===== src/rtl/raw_data_out_packer.sv =====
// raw_data_out_packer
//   Drains encoded sub-words (with slot index) from the raw_data_out FIFO and
//   packs up to WORDS of them into one wide beat with per-slot keep. The beat
//   is offered on a valid/ready stream. A partial beat closes when:
//     - the incoming index hits a slot that is already filled (wrap or repeat),
//     - flush is requested, or
//     - the accumulator has sat idle for TIMEOUT cycles.
//
// Ports
//   clk                      clock, all state on rising edge
//   reset                    asynchronous active-high reset
//   raw_data_out_fifo_empty  FIFO empty; head entry valid when low (FWFT)
//   raw_data_out_fifo_dout   head sub-word
//   raw_data_out_index_dout  head slot index
//   raw_data_out_fifo_pop    pop head entry this cycle
//   flush                    single-cycle request to emit a partial beat
//   m_tdata                  slot k at bits [k*WORD_W +: WORD_W]
//   m_tkeep                  bit k set when slot k holds data
//   m_tvalid / m_tready      output stream handshake
//   beat_count               beats accepted by the sink, wraps at 2^16
//   dup_index_err            sticky: a repeated/wrapped index closed a beat early
//
// state   | meaning
// --------+------------------------------------------------------------
// COLLECT | popping sub-words into the accumulator, deciding when to close
// EMIT    | output register holds a beat, waiting for m_tready
module raw_data_out_packer #(
    parameter int  WORD_W  = 32,
    parameter int  WORDS   = 4,
    parameter int  TIMEOUT = 64,
    localparam int IDX_W   = (WORDS > 1) ? $clog2(WORDS) : 1
) (
    input  logic                    clk,
    input  logic                    reset,
    input  logic                    raw_data_out_fifo_empty,
    input  logic [WORD_W-1:0]       raw_data_out_fifo_dout,
    input  logic [IDX_W-1:0]        raw_data_out_index_dout,
    output logic                    raw_data_out_fifo_pop,
    input  logic                    flush,
    output logic [WORD_W*WORDS-1:0] m_tdata,
    output logic [WORDS-1:0]        m_tkeep,
    output logic                    m_tvalid,
    input  logic                    m_tready,
    output logic [15:0]             beat_count,
    output logic                    dup_index_err
);

    localparam int               CNT_W     = (TIMEOUT > 1) ? $clog2(TIMEOUT) : 1;
    localparam logic [CNT_W-1:0] IDLE_LAST = CNT_W'(TIMEOUT - 1);
    localparam logic [IDX_W-1:0] LAST_SLOT = IDX_W'(WORDS - 1);

    typedef enum logic {
        COLLECT = 1'b0,
        EMIT    = 1'b1
    } state_t;

    state_t                  state_q;
    state_t                  state_d;
    logic [WORD_W*WORDS-1:0] accum_q;
    logic [WORDS-1:0]        keep_q;
    logic [CNT_W-1:0]        idle_q;

    logic                    in_collect;
    logic                    has_data;
    logic                    close_req;
    logic                    head_dup;
    logic                    pop_ok;
    logic                    dup_take;
    logic                    emit;
    logic [WORD_W*WORDS-1:0] accum_m;
    logic [WORDS-1:0]        keep_m;

    // Reset gates the pop so the FIFO is never drained while reset is held.
    assign in_collect = (state_q == COLLECT) && !reset;
    assign has_data   = |keep_q;
    assign close_req  = in_collect && has_data &&
                        (flush || ((TIMEOUT != 0) && (idle_q == IDLE_LAST)));
    assign head_dup   = keep_q[raw_data_out_index_dout];
    // Flush/timeout win over the head word; a filled slot means the head word
    // belongs to the next beat, so it stays in the FIFO.
    assign pop_ok     = in_collect && !raw_data_out_fifo_empty && !close_req && !head_dup;
    assign dup_take   = in_collect && !raw_data_out_fifo_empty && !close_req && head_dup;
    assign emit       = close_req || dup_take ||
                        (pop_ok && (raw_data_out_index_dout == LAST_SLOT));

    // Accumulator with this cycle's word merged in, so a last-slot word goes
    // straight into the output register on the same edge.
    always_comb begin
        accum_m = accum_q;
        keep_m  = keep_q;
        for (int k = 0; k < WORDS; k++) begin
            if (pop_ok && (raw_data_out_index_dout == IDX_W'(k))) begin
                accum_m[k*WORD_W +: WORD_W] = raw_data_out_fifo_dout;
                keep_m[k]                   = 1'b1;
            end
        end
    end

    always_ff @(posedge clk or posedge reset) begin
        if (reset) begin
            state_q <= COLLECT;
        end else begin
            state_q <= state_d;
        end
    end

    always_comb begin
        state_d = state_q;
        case (state_q)
            COLLECT: if (emit)     state_d = EMIT;
            EMIT:    if (m_tready) state_d = COLLECT;
            default:               state_d = COLLECT;
        endcase
    end

    always_comb begin
        raw_data_out_fifo_pop = pop_ok;
        m_tvalid              = (state_q == EMIT);
    end

    always_ff @(posedge clk or posedge reset) begin
        if (reset) begin
            accum_q       <= '0;
            keep_q        <= '0;
            idle_q        <= '0;
            m_tdata       <= '0;
            m_tkeep       <= '0;
            beat_count    <= '0;
            dup_index_err <= 1'b0;
        end else begin
            if (emit) begin
                m_tdata <= accum_m;
                m_tkeep <= keep_m;
                accum_q <= '0;
                keep_q  <= '0;
            end else begin
                accum_q <= accum_m;
                keep_q  <= keep_m;
            end

            if (!in_collect || pop_ok || emit || !has_data) begin
                idle_q <= '0;
            end else begin
                idle_q <= idle_q + 1'b1;
            end

            if (m_tvalid && m_tready) begin
                beat_count <= beat_count + 16'd1;
            end

            if (dup_take) begin
                dup_index_err <= 1'b1;
            end
        end
    end

endmodule


===== config.mk =====
export PLATFORM = sky130hd
export DESIGN_NAME = raw_data_out_packer
export DESIGN_NICKNAME = d
export VERILOG_FILES = /design/src/rtl/raw_data_out_packer.sv
export SDC_FILE = /design/constraint.sdc
export NUM_CORES = 1
export LEC_CHECK = 0
export CAP_MARGIN = 15
export CORE_MARGIN = 4
export CORE_UTILIZATION = 35
export DETAILED_ROUTE_END_ITERATION = 10
export PLACE_DENSITY = 0.67
export SETUP_SLACK_MARGIN = 0.15
export SYNTH_ARGS = -nofsm -noshare
export SYNTH_HDL_FRONTEND = slang
export SYNTH_SLANG_ARGS = --single-unit

===== constraint.sdc =====
create_clock -name clk -period 12.8 [get_ports clk]
set_clock_uncertainty 0.2 [all_clocks]
set_input_delay 2.56 -clock clk [delete_from_list [all_inputs] [get_ports clk]]
set_output_delay 2.56 -clock clk [all_outputs]
set_load 0.05 [all_outputs]

==> qor.csv <==
stage,metric,value,unit
outcome,outcome,"complete, no violations",
worst_setup_path,worstSetupStartpointType,primary input,
synthesis,synth_area_leaders,"dfrtp_1, nand2_1, a21oi_1",
routing,post-route-drc-count,0,
sta,rsz0062_at_grt,false,
worst_setup_path,end_kind,output pin,
synthesis,synth_edf_count,0,
routing,drtIter0Drc,531,
clocking,clockBufferDepth,3,
synthesis,async_reset_ff_share,100,%
sta,fmax,132,MHz
placed_design,preCtsSetupSlack,5240,ps
sta,post-route-worst-setup-slack,5230,ps
worst_setup_path,cp_max_fo,7,
routing,routed_wl,30.2,mm
placed_design,place_area,13200,um2
synthesis,synth.most_common_cell,nand2_1,
worst_setup_path,critPathRequiredTime,10040,ps
placed_design,hpwl,19.4,mm
placed_design,io_buffer_count,189,
clocking,hold_buffers,0,
pwr,p_sw,1.72,mW
synthesis,synth_cell_types,37,
floorplan,start_util,35.8,%
floorplan,row_count,64,
floorplan,die_x,186,um
pwr,swShare,43.4,%
cells_and_area,layout-drive-gt1-share,6.03,%
routing,firstDrtPassIters,5,
synthesis,synth_flop_cell,dfrtp_1,
cells_and_area,multi_input_area,3520,um2
clocking,clkTransAtPathRegs,60,ps
job,maxCapViolations,0,
floorplan,core_area,30800,um2
synthesis,synth-seq-area-share,65.3,%
worst_hold_path,worstHoldPathType,reg2reg,
pwr,pwr_density_cell,278,nW/um2
global_route,grt_use_total,17.3,%
global_route,antenna_found_initial,1,
cells_and_area,syn2layout_area_growth,28.9,%
global_route,grt-ovfl-total,0,
floorplan,ios,190,
cells_and_area,final_area,14200,um2
clocking,cts_made_buffers,31,
clocking,cts_tree,done,
routing,wl_per_cell,17.8,um
clocking,cts_root_buffer,clkbuf_16,
global_route,grt_pass1_vias,8320,
synthesis,syn_nets,1149,
cells_and_area,fin_nets,1313,
pwr,power.internal,2.24,mW
cells_and_area,seqCellArea,7210,um2
clocking,cts_sinks,288,
synthesis,synth.top_cell.area_share,65.3,%
sta,worst_pin_slew,1050,ps
synthesis,post_synth.cell_area_avg,9.97,um2
pwr,comb_power_share,43.1,%
floorplan,dieArea,34500,um2
synthesis,synthesis.area,11000,um2
pwr,total_power,3.96,mW
routing,ant_nets,0,
pwr,peakVddDrop,152,uV
pwr,seqPwrFrac,34.8,%
worst_setup_path,path_class,in2out,
floorplan,die_h,186,um
sta,setup_tns,0,ps
sta,hold_slack,269,ps
global_route,grt_max_degree,143,
clocking,post_cts_buffers,0,
routing,num_vias,8325,
sta,setup_viol,0,
pwr,cellLeakagePower,6.19,nW
cells_and_area,fillCellCount,2876,
pwr,clkPwrFrac,22.1,%
sta,slew_headroom,30.3,%
global_route,grt_pass1_wl,47.5,mm
clocking,ctsResizeCount,0,
sta,drv_slew,0,
sta,hold_viol,0,
routing,vias_per_cell,4.92,
clocking,cts_max_level,1,
placed_design,gp_congestion,0.832,
clocking,clk_latency,550,ps
synthesis,synth_common_cells,"nand2_1, dfrtp_1, a21oi_1",
synthesis,postSynthCellCount,1108,
worst_setup_path,cp.arrival,4810,ps
synthesis,synth_warnings,0,
synthesis,ys_seq_elements,288,
synthesis,synth_top_cell_by_area,dfrtp_1,
sta,period_needed,7570,ps
sta,post-route-period-util,59.1,%
-- through the flow --
stage	util, %	cells
finish	46.2	1691
global route	46.2	1691
CTS	46.2	1690
detailed placement	42.9	1635
global placement	42.9	1635
floorplan	-	1108
-- worst max-delay path: stages --
cell             delay (ps)
clkdlybuf4s50_1         620
mux4_2                  620
nor3_1                  170
clkdlybuf4s50_1         830
-- cell type report --
| class | count | share of cell area (%) |
|---|---|---|
| sequential | 288 | 50.6 |
| clock inverter | 12 | 0.879 |
| tap | 396 | 3.48 |
| antenna | 1 | 0.0176 |
| multi-input combinational | 747 | 24.7 |
| timing repair buffer | 202 | 14.0 |
| clock buffer | 43 | 6.19 |
| inverter | 2 | 0.105 |
-- cells in the final DEF, fill, tap and decap left out, types with 6 or more instances in the layout --
| cell type | instances |
|---|---|
| clkdlybuf4s50_1 | 189 |
| xnor2_1 | 16 |
| dfrtp_1 | 288 |
| clkinv_2 | 6 |
| nand3_1 | 6 |
| clkbuf_1 | 6 |
| clkbuf_16 | 31 |
| nor2_1 | 57 |
| o21ai_0 | 75 |
| and2_1 | 35 |
| nand2_1 | 338 |
| o21ai_1 | 23 |
| clkbuf_8 | 6 |
| buf_4 | 13 |
| a21oi_1 | 157 |
-- path summary, 6_finish.rpt --
kind	start	end	slack, ps	cells past startpoint
setup reg to reg	keep_q[0]	m_tdata[95]	8680	6
max in group asynchronous	reset	accum_q[52]	8190	3
setup / recovery	raw_data_out_index_dout[1]	raw_data_out_fifo_pop	5230	4
min in group asynchronous	reset	keep_q[2]	2500	2
hold reg to reg	dup_index_err	dup_index_err	270	1
hold / removal	dup_index_err	dup_index_err	270	1
-- flip-flops by register name, summed over array words and instances (netlist names) --
name and count:
m_tdata 128, m_tvalid 1, m_tkeep 4, keep_q 4
accum_q 128, idle_q 6, beat_count 16, dup_index_err 1
-- layer usage --
metal  vias up  global-route usage [%]  routed length [um]
met5         -                       0                   0
met3        55                    3.67                1670
met2       206                    26.4               13400
met4         0                    5.33                1040
li1       3974                       -                   -
met1      4090                    25.0               14100
-- logic make-up (layout without fill, tap and decap cells) --
family          Yosys count  after routing  synth area share [%]
flops                   288            288                  65.3
other cells               0              1                     0
simple gates            452            452                  16.8
compound gates          272            272                  12.7
buf+inv                  73            259                  3.23
mux                       2              2                 0.295
fa+ha+maj                 2              2                 0.227
xor+xnor                 19             19                  1.51
-- power groups by stage --
stage          clock network (mW)  logic, mW  registers [mW]
6_report                    0.875       1.71            1.38
5_1_grt                     0.939       1.82            1.41
4_1_cts                     0.899       1.73            1.38
3_5_place_dp                    0       1.72            1.39
3_3_place_gp                    0       1.70            1.38
2_1_floorplan                   0      0.385            2.11
Power figures use the tool's default switching activity.
